<file path="src/rtl/uart_pkg.sv">
// -----------------------------------------------------------------------------
// uart_pkg
// Shared definitions for the arbitrated UART transmitter:
//   - DATA_BITS   : payload bits per frame
//   - LINE_*      : serial line levels for idle, start and stop
//   - tx_state_e  : transmitter FSM state encoding
// -----------------------------------------------------------------------------
package uart_pkg;

  localparam int unsigned DATA_BITS = 8;

  localparam logic LINE_IDLE  = 1'b1;
  localparam logic LINE_START = 1'b0;
  localparam logic LINE_STOP  = 1'b1;

  typedef enum logic [1:0] {
    ST_IDLE,
    ST_START,
    ST_DATA,
    ST_STOP
  } tx_state_e;

endpackage : uart_pkg

</file>
<file path="src/rtl/uart_baud_cnt.sv">
// -----------------------------------------------------------------------------
// uart_baud_cnt
// Bit-period counter. Counts 0..period-1 and flags the last cycle of each
// bit period; wraps to 0 after that cycle or whenever restart is high.
// Ports:
//   uart_clk  in   clock
//   rst       in   synchronous active-high reset
//   restart   in   force the count back to 0 on the next edge
//   period    in   bit period in clock cycles (always >= 1)
//   bit_done  out  high while the count equals period-1
// -----------------------------------------------------------------------------
module uart_baud_cnt #(
  parameter int unsigned CNT_W = 32
) (
  input  logic             uart_clk,
  input  logic             rst,
  input  logic             restart,
  input  logic [CNT_W-1:0] period,
  output logic             bit_done
);

  logic [CNT_W-1:0] cnt_q, cnt_d;

  assign bit_done = (cnt_q == period - CNT_W'(1));

  // NOTE: every variable written in always_comb gets a default first, so no
  // path can leave it unassigned and infer a latch.
  always_comb begin
    cnt_d = cnt_q + CNT_W'(1);
    if (restart || bit_done) begin
      cnt_d = '0;
    end
  end

  // NOTE: state registers use non-blocking assignments so every flop samples
  // the pre-edge value of its inputs regardless of process ordering.
  always_ff @(posedge uart_clk) begin
    if (rst) begin
      cnt_q <= '0;
    end else begin
      cnt_q <= cnt_d;
    end
  end

endmodule : uart_baud_cnt

</file>
<file path="src/rtl/uart_tx_arb.sv">
// -----------------------------------------------------------------------------
// uart_tx_arb
// Two-requester UART transmitter: a round-robin arbiter picks one byte while
// idle, then the FSM sends start bit, 8 data bits LSB first, and one or two
// stop bits. Bit period and stop-bit count are captured at the handshake.
// Ports:
//   uart_clk          in   clock
//   rst               in   synchronous active-high reset
//   cfg_baud          in   clock cycles per bit (0 and 1 both mean 1)
//   cfg_stop2         in   1 = two stop bits, 0 = one
//   reqN_valid/data   in   requester N byte offer
//   reqN_ready        out  requester N accepted (combinational, IDLE only)
//   tx                out  registered serial line, idle high
//   busy              out  frame in flight
//   grant_id          out  requester of the current / last frame
// -----------------------------------------------------------------------------
module uart_tx_arb #(
  parameter int unsigned DATA_BITS = uart_pkg::DATA_BITS,
  parameter int unsigned CNT_W     = 32
) (
  input  logic                 uart_clk,
  input  logic                 rst,
  input  logic [CNT_W-1:0]     cfg_baud,
  input  logic                 cfg_stop2,
  input  logic                 req0_valid,
  input  logic [DATA_BITS-1:0] req0_data,
  output logic                 req0_ready,
  input  logic                 req1_valid,
  input  logic [DATA_BITS-1:0] req1_data,
  output logic                 req1_ready,
  output logic                 tx,
  output logic                 busy,
  output logic                 grant_id
);

  import uart_pkg::tx_state_e;
  import uart_pkg::ST_IDLE;
  import uart_pkg::ST_START;
  import uart_pkg::ST_DATA;
  import uart_pkg::ST_STOP;
  import uart_pkg::LINE_IDLE;
  import uart_pkg::LINE_START;
  import uart_pkg::LINE_STOP;

  localparam int unsigned IDX_W = $clog2(DATA_BITS);

  tx_state_e            state_q, state_d;
  logic                 tx_q, tx_d;
  logic [DATA_BITS-1:0] shift_q, shift_d;
  logic [IDX_W-1:0]     bit_idx_q, bit_idx_d;
  logic                 stop_idx_q, stop_idx_d;
  logic                 stop2_q, stop2_d;
  logic [CNT_W-1:0]     period_q, period_d;
  logic                 grant_q, grant_d;
  logic                 rr_q, rr_d;     // requester favoured on contention

  logic             sel;
  logic             can_accept;
  logic             hs;
  logic             bit_done;
  logic             cnt_restart;
  logic [CNT_W-1:0] period_eff;

  // Arbitration: a lone requester wins, on contention the round-robin pointer
  // decides. The pointer only moves on an actual handshake.
  assign sel        = (req0_valid && req1_valid) ? rr_q : req1_valid;
  assign can_accept = (state_q == ST_IDLE) && !rst;
  assign req0_ready = can_accept && req0_valid && !sel;
  assign req1_ready = can_accept && req1_valid &&  sel;
  assign hs         = can_accept && (req0_valid || req1_valid);

  assign period_eff = (cfg_baud < CNT_W'(2)) ? CNT_W'(1) : cfg_baud;

  assign tx       = tx_q;
  assign busy     = (state_q != ST_IDLE);
  assign grant_id = grant_q;

  // Counter is held at 0 while idle and cleared on every state change so each
  // bit starts with a full period.
  assign cnt_restart = (state_q == ST_IDLE) || (state_d != state_q);

  uart_baud_cnt #(
    .CNT_W (CNT_W)
  ) u_baud_cnt (
    .uart_clk (uart_clk),
    .rst      (rst),
    .restart  (cnt_restart),
    .period   (period_q),
    .bit_done (bit_done)
  );

  always_comb begin
    state_d    = state_q;
    tx_d       = tx_q;
    shift_d    = shift_q;
    bit_idx_d  = bit_idx_q;
    stop_idx_d = stop_idx_q;
    stop2_d    = stop2_q;
    period_d   = period_q;
    grant_d    = grant_q;
    rr_d       = rr_q;

    unique case (state_q)
      ST_IDLE: begin
        if (hs) begin
          state_d    = ST_START;
          tx_d       = LINE_START;
          shift_d    = sel ? req1_data : req0_data;
          period_d   = period_eff;
          stop2_d    = cfg_stop2;
          grant_d    = sel;
          rr_d       = !sel;
          bit_idx_d  = '0;
          stop_idx_d = 1'b0;
        end
      end
      ST_START: begin
        if (bit_done) begin
          state_d = ST_DATA;
          tx_d    = shift_q[0];
        end
      end
      ST_DATA: begin
        if (bit_done) begin
          if (bit_idx_q == IDX_W'(DATA_BITS - 1)) begin
            state_d = ST_STOP;
            tx_d    = LINE_STOP;
          end else begin
            bit_idx_d = bit_idx_q + IDX_W'(1);
            shift_d   = shift_q >> 1;
            tx_d      = shift_q[1];
          end
        end
      end
      ST_STOP: begin
        if (bit_done) begin
          if (stop2_q && !stop_idx_q) begin
            stop_idx_d = 1'b1;
          end else begin
            state_d = ST_IDLE;
            tx_d    = LINE_IDLE;
          end
        end
      end
      default: begin
        state_d = ST_IDLE;
        tx_d    = LINE_IDLE;
      end
    endcase
  end

  always_ff @(posedge uart_clk) begin
    if (rst) begin
      state_q    <= ST_IDLE;
      tx_q       <= LINE_IDLE;
      shift_q    <= '0;
      bit_idx_q  <= '0;
      stop_idx_q <= 1'b0;
      stop2_q    <= 1'b0;
      period_q   <= CNT_W'(1);
      grant_q    <= 1'b0;
      rr_q       <= 1'b0;
    end else begin
      state_q    <= state_d;
      tx_q       <= tx_d;
      shift_q    <= shift_d;
      bit_idx_q  <= bit_idx_d;
      stop_idx_q <= stop_idx_d;
      stop2_q    <= stop2_d;
      period_q   <= period_d;
      grant_q    <= grant_d;
      rr_q       <= rr_d;
    end
  end

endmodule : uart_tx_arb

</file>
<file path="config.mk">
export PLATFORM = sky130hd
export DESIGN_NAME = uart_tx_arb
export DESIGN_NICKNAME = d
export VERILOG_FILES = /design/src/rtl/uart_pkg.sv /design/src/rtl/uart_baud_cnt.sv /design/src/rtl/uart_tx_arb.sv
export SDC_FILE = /design/constraint.sdc
export NUM_CORES = 1
export LEC_CHECK = 0
export BUFFER_PORTS_ARGS = -buffer_cell sky130_fd_sc_hd__clkbuf_2
export CORE_UTILIZATION = 35
export DETAILED_ROUTE_END_ITERATION = 7
export PLACE_DENSITY_LB_ADDON = 0.12
export SYNTH_ARGS = -nofsm -noshare
export SYNTH_HDL_FRONTEND = slang
export SYNTH_HIERARCHICAL = 1
export SYNTH_SLANG_ARGS = --single-unit
</file>
<file path="constraint.sdc">
create_clock -name uart_clk -period 6.2 [get_ports uart_clk]
set_input_delay 1.24 -clock uart_clk [delete_from_list [all_inputs] [get_ports uart_clk]]
set_output_delay 1.24 -clock uart_clk [all_outputs]
set_load 0.1 [all_outputs]
</file>
==> results by group <==
Status
  • Run status: finished clean

Yosys
  • Number of flops mapped to enable cells by yosys: 0
  • Mean Syn Cell Area: between 8 and 9 sq um
  • Ys async rst share: 0%
  • Synthesis warning total: 6
  • Netlist Area Pre-Place: approximately 5300 sq um
  • Synth Net Count: between 600 and 700
  • Synth Register Bits: about 80
  • Main synth FF type: dfxtp_1
  • Unique cell type count in the Yosys netlist: 73
  • Seq/Total Area, Yosys: 30.8%
  • Post-synthesis cell count: approximately 620

Setup path
  • CP arrival: between 5 and 6 ns
  • Worst Setup End Kind: register
  • CP Data Required Time: ~6.4 ns
  • Worst setup path class: register to register
  • CP Launch Type: register
  • Max FO, Critical Path: 26

Routing
  • Iteration-0 DRC Markers: 288
  • Vias: approximately 4600
  • Drt drc: 0
  • Post-route ant nets: 0
  • Wirelength, routed: 14.0 mm
  • Iteration count of the initial detailed-routing pass: 5
  • Mean number of vias per cell: between 5 and 6
  • Drt wl/cell: between 15 and 20 um

Clock tree
  • Worst-case clock buffer depth: 2
  • TritonCTS clock tree: yes
  • Clock insertion delay at the later pin of the skew report: 0.35 ns
  • CTS root buffer: clkbuf_16
  • Num Clock Sinks: slightly above 80
  • Clk slew on worst S/H paths: about 0.06 ns
  • Num CTS Buffers: 9
  • Post-CTS setup buffer count: 0
  • CTS hold repair buffers: 0
  • Post-CTS sizing: 0
  • H-Tree Depth: 3

Die
  • Die Y: 125 um
  • Core area: ~15000 sq um
  • Die Wd: 125 um
  • Cell row count: 44
  • Initial Util: 36.2%
  • Boundary pin count: 58
  • Die area: ~16000 sq um

Pwr
  • Comb power frac: a little under a fifth
  • Pleak: approximately 2.2 nW
  • Power Density: 245 nW/um^2
  • Clock share of power: between 40% and 50%
  • Switching power total: 0.000426 W
  • Seq pwr share: a little over 40%
  • Worst VDD drop: between 100 and 150 uV
  • Switching Fraction: between 20% and 30%
  • Pint: around 0.0010 W

GRT
  • Vias in the first global route: ~4500
  • Total track usage: 18.6%
  • Largest net degree at the start of global routing: 54
  • GR Overflow Total: 0
  • Initial antenna violation count: 0
  • First-pass GRT wire length: ~23 mm

Final layout
  • Nets: 710
  • Layout cells sized above 1: about a fifth
  • Cell Count, Final, Fillers Out: around 840
  • Filler instances: around 1500
  • N_diodes: 0
  • Area delta synth->final: 11.2%

Timing
  • Least-Margin Pin Slew: between 0.9 and 1 ns
  • RSZ-0062 raised after global routing: no
  • Pins Over Slew Limit: 0
  • Slew HR: between 30% and 40%
  • Setup_tns: 0 ns
  • Max Clock Skew: about 0.0067 ns
  • Min cycle time layout: a little under 5 ns
  • Final setup viols: 0
  • Period utilization: 78.9%
  • Hold Vio Cnt, Final: 0
  • Max frequency: 204 MHz

Placed design
  • Routability Congestion: 0.905
  • Placed Cells: just over 800
  • DP HPWL: between 10 and 15 mm
  • Port Buf Inserts: 57

Job
  • Max-cap violation count: 0

Worst hold path
  • Hold crit path type: register to register
routing by layer:
layer  vias to the layer above  share of wire [%]  global-route usage, %
li1                       2313                  -                      -
met1                      2194                 48                   24.8
met2                        84                 46                   29.7
met3                        20                3.4                   2.70
met4                         0                2.1                   8.25
met5                         -                  0                      0
layout make-up:
class                           instances  area [sq um]  area share, %
Inverter                                9          33.8          0.570
Clock inverter                          5          77.6           1.31
Multi-Input combinational cell        489          3370           57.0
Timing Repair Buffer                   62           323           5.45
Clock buffer                           11           243           4.10
Tap cell                              184           230           3.89
Sequential cell                        82          1640           27.7
sequential cells by signal, summed over array words and instances, names as in the netlist:
signal and count:
rr_q 1, u_baud_cnt/cnt_q 32, stop_idx_q 1, grant_id 1, tx 1, stop2_q 1
state_q 2, bit_idx_q 3, shift_q 8, period_q 32
worst max-delay path, stage by stage, from the launching register on:
cell     delay, ns
dfxtp_1       0.35
inv_1         0.07
ha_1          0.20
or4b_1        0.68
nor4_2        0.31
xnor2_1       0.14
or4_1         0.51
or4_1         0.43
nor4b_1       0.31
nor4b_2       0.57
o21ai_0       0.21
o22ai_2       0.16
buf_4         0.41
nor2_1        0.21
nand2_1       0.14
nor2_2        0.03
through the flow:
stage	instance area (sq um)	util, %	power (W)	setup WS [ns]	hold WS (ns)
finish	5920	40.3	0.00145	1.31	0.455
global route	5920	40.3	0.00152	1.06	0.483
CTS	5920	40.3	0.00146	1.34	0.461
detailed placement	5600	38.1	0.000878	1.36	0.451
global placement	5600	38.1	0.000874	1.51	0.443
floorplan	5320	-	0.000811	1.24	0.432
placed cells by master, fill, tap and decap left out, types with 5 or more instances in the layout:
| cell type | n |
|---|---|
| nand2_1 | 94 |
| dfxtp_1 | 82 |
| clkbuf_2 | 56 |
| xnor2_1 | 44 |
| nand3b_1 | 40 |
| nor2_1 | 36 |
| xor2_1 | 28 |
| nor4_2 | 26 |
| nor4_1 | 25 |
| nand3_1 | 22 |
| nor3_1 | 13 |
| a21oi_1 | 13 |
| nand4_1 | 11 |
| or4_1 | 10 |
| a31oi_1 | 9 |
| clkbuf_16 | 9 |
| inv_1 | 8 |
| and3_1 | 7 |
| a21boi_1 | 7 |
| o41ai_2 | 7 |
| nor2_2 | 7 |
| o21ai_0 | 6 |
| nor2b_1 | 5 |
| buf_4 | 5 |
cell usage after synthesis, types with 3 or more instances:
cell / number / share of area, %
ha_1: 4 / 0.94
nor2_1: 36 / 2.5
a21oi_1: 13 / 1.2
or2_2: 3 / 0.35
nor3_1: 13 / 1.2
nor4_2: 26 / 6.1
clkbuf_8: 4 / 1.0
nor2_2: 7 / 0.82
a31oi_1: 9 / 1.1
nand4b_1: 3 / 0.49
nand2_1: 94 / 6.6
and3_1: 7 / 0.82
buf_2: 7 / 0.66
mux2i_1: 4 / 0.75
nor2b_1: 5 / 0.59
nand4_1: 11 / 1.3
xnor2_1: 44 / 7.2
buf_6: 7 / 1.5
a21boi_0: 3 / 0.42
or4_1: 10 / 1.4
or3_1: 4 / 0.47
nand3b_1: 40 / 5.6
nor3b_1: 3 / 0.42
o2111ai_1: 3 / 0.49
dfxtp_1: 82 / 31
nand2b_1: 4 / 0.47
a21boi_1: 7 / 0.99
nand3_1: 22 / 2.1
clkbuf_1: 12 / 0.85
nor4b_1: 4 / 0.66
and4_1: 4 / 0.66
o21ai_0: 6 / 0.56
o41ai_2: 7 / 2.1
nor4_1: 25 / 2.9
inv_1: 8 / 0.56
xor2_1: 28 / 4.6
buf_4: 5 / 0.71
final timing paths:
path | from | depth (start not counted) | slack (ns) | to
setup / recovery | period_q[0] | 15 | 1.31 | u_baud_cnt/cnt_q[1]
hold reg to reg | shift_q[7] | 2 | 0.45 | shift_q[7]
setup reg to reg | period_q[0] | 15 | 1.31 | u_baud_cnt/cnt_q[1]
hold / removal | shift_q[7] | 2 | 0.45 | shift_q[7]
kinds of logic after synthesis:
group | Yosys count | share of synthesized area (%)
simple gates | 338 | 39.2
compound gates | 71 | 10.5
flops | 82 | 30.8
xor+xnor | 72 | 11.8
buf+inv | 48 | 5.92
mux | 4 | 0.752
fa+ha+maj | 4 | 0.940
power groups by stage:
stage	registers (W)	logic, W	clock network (W)
after floorplan	0.000601	0.000210	0
after global placement	0.000609	0.000266	0
after detailed placement	0.000609	0.000269	0
after CTS	0.000597	0.000270	0.000595
after global routing	0.000603	0.000297	0.000616
final	0.000597	0.000270	0.000581
No activity file was read; power rests on OpenSTA's default activity.
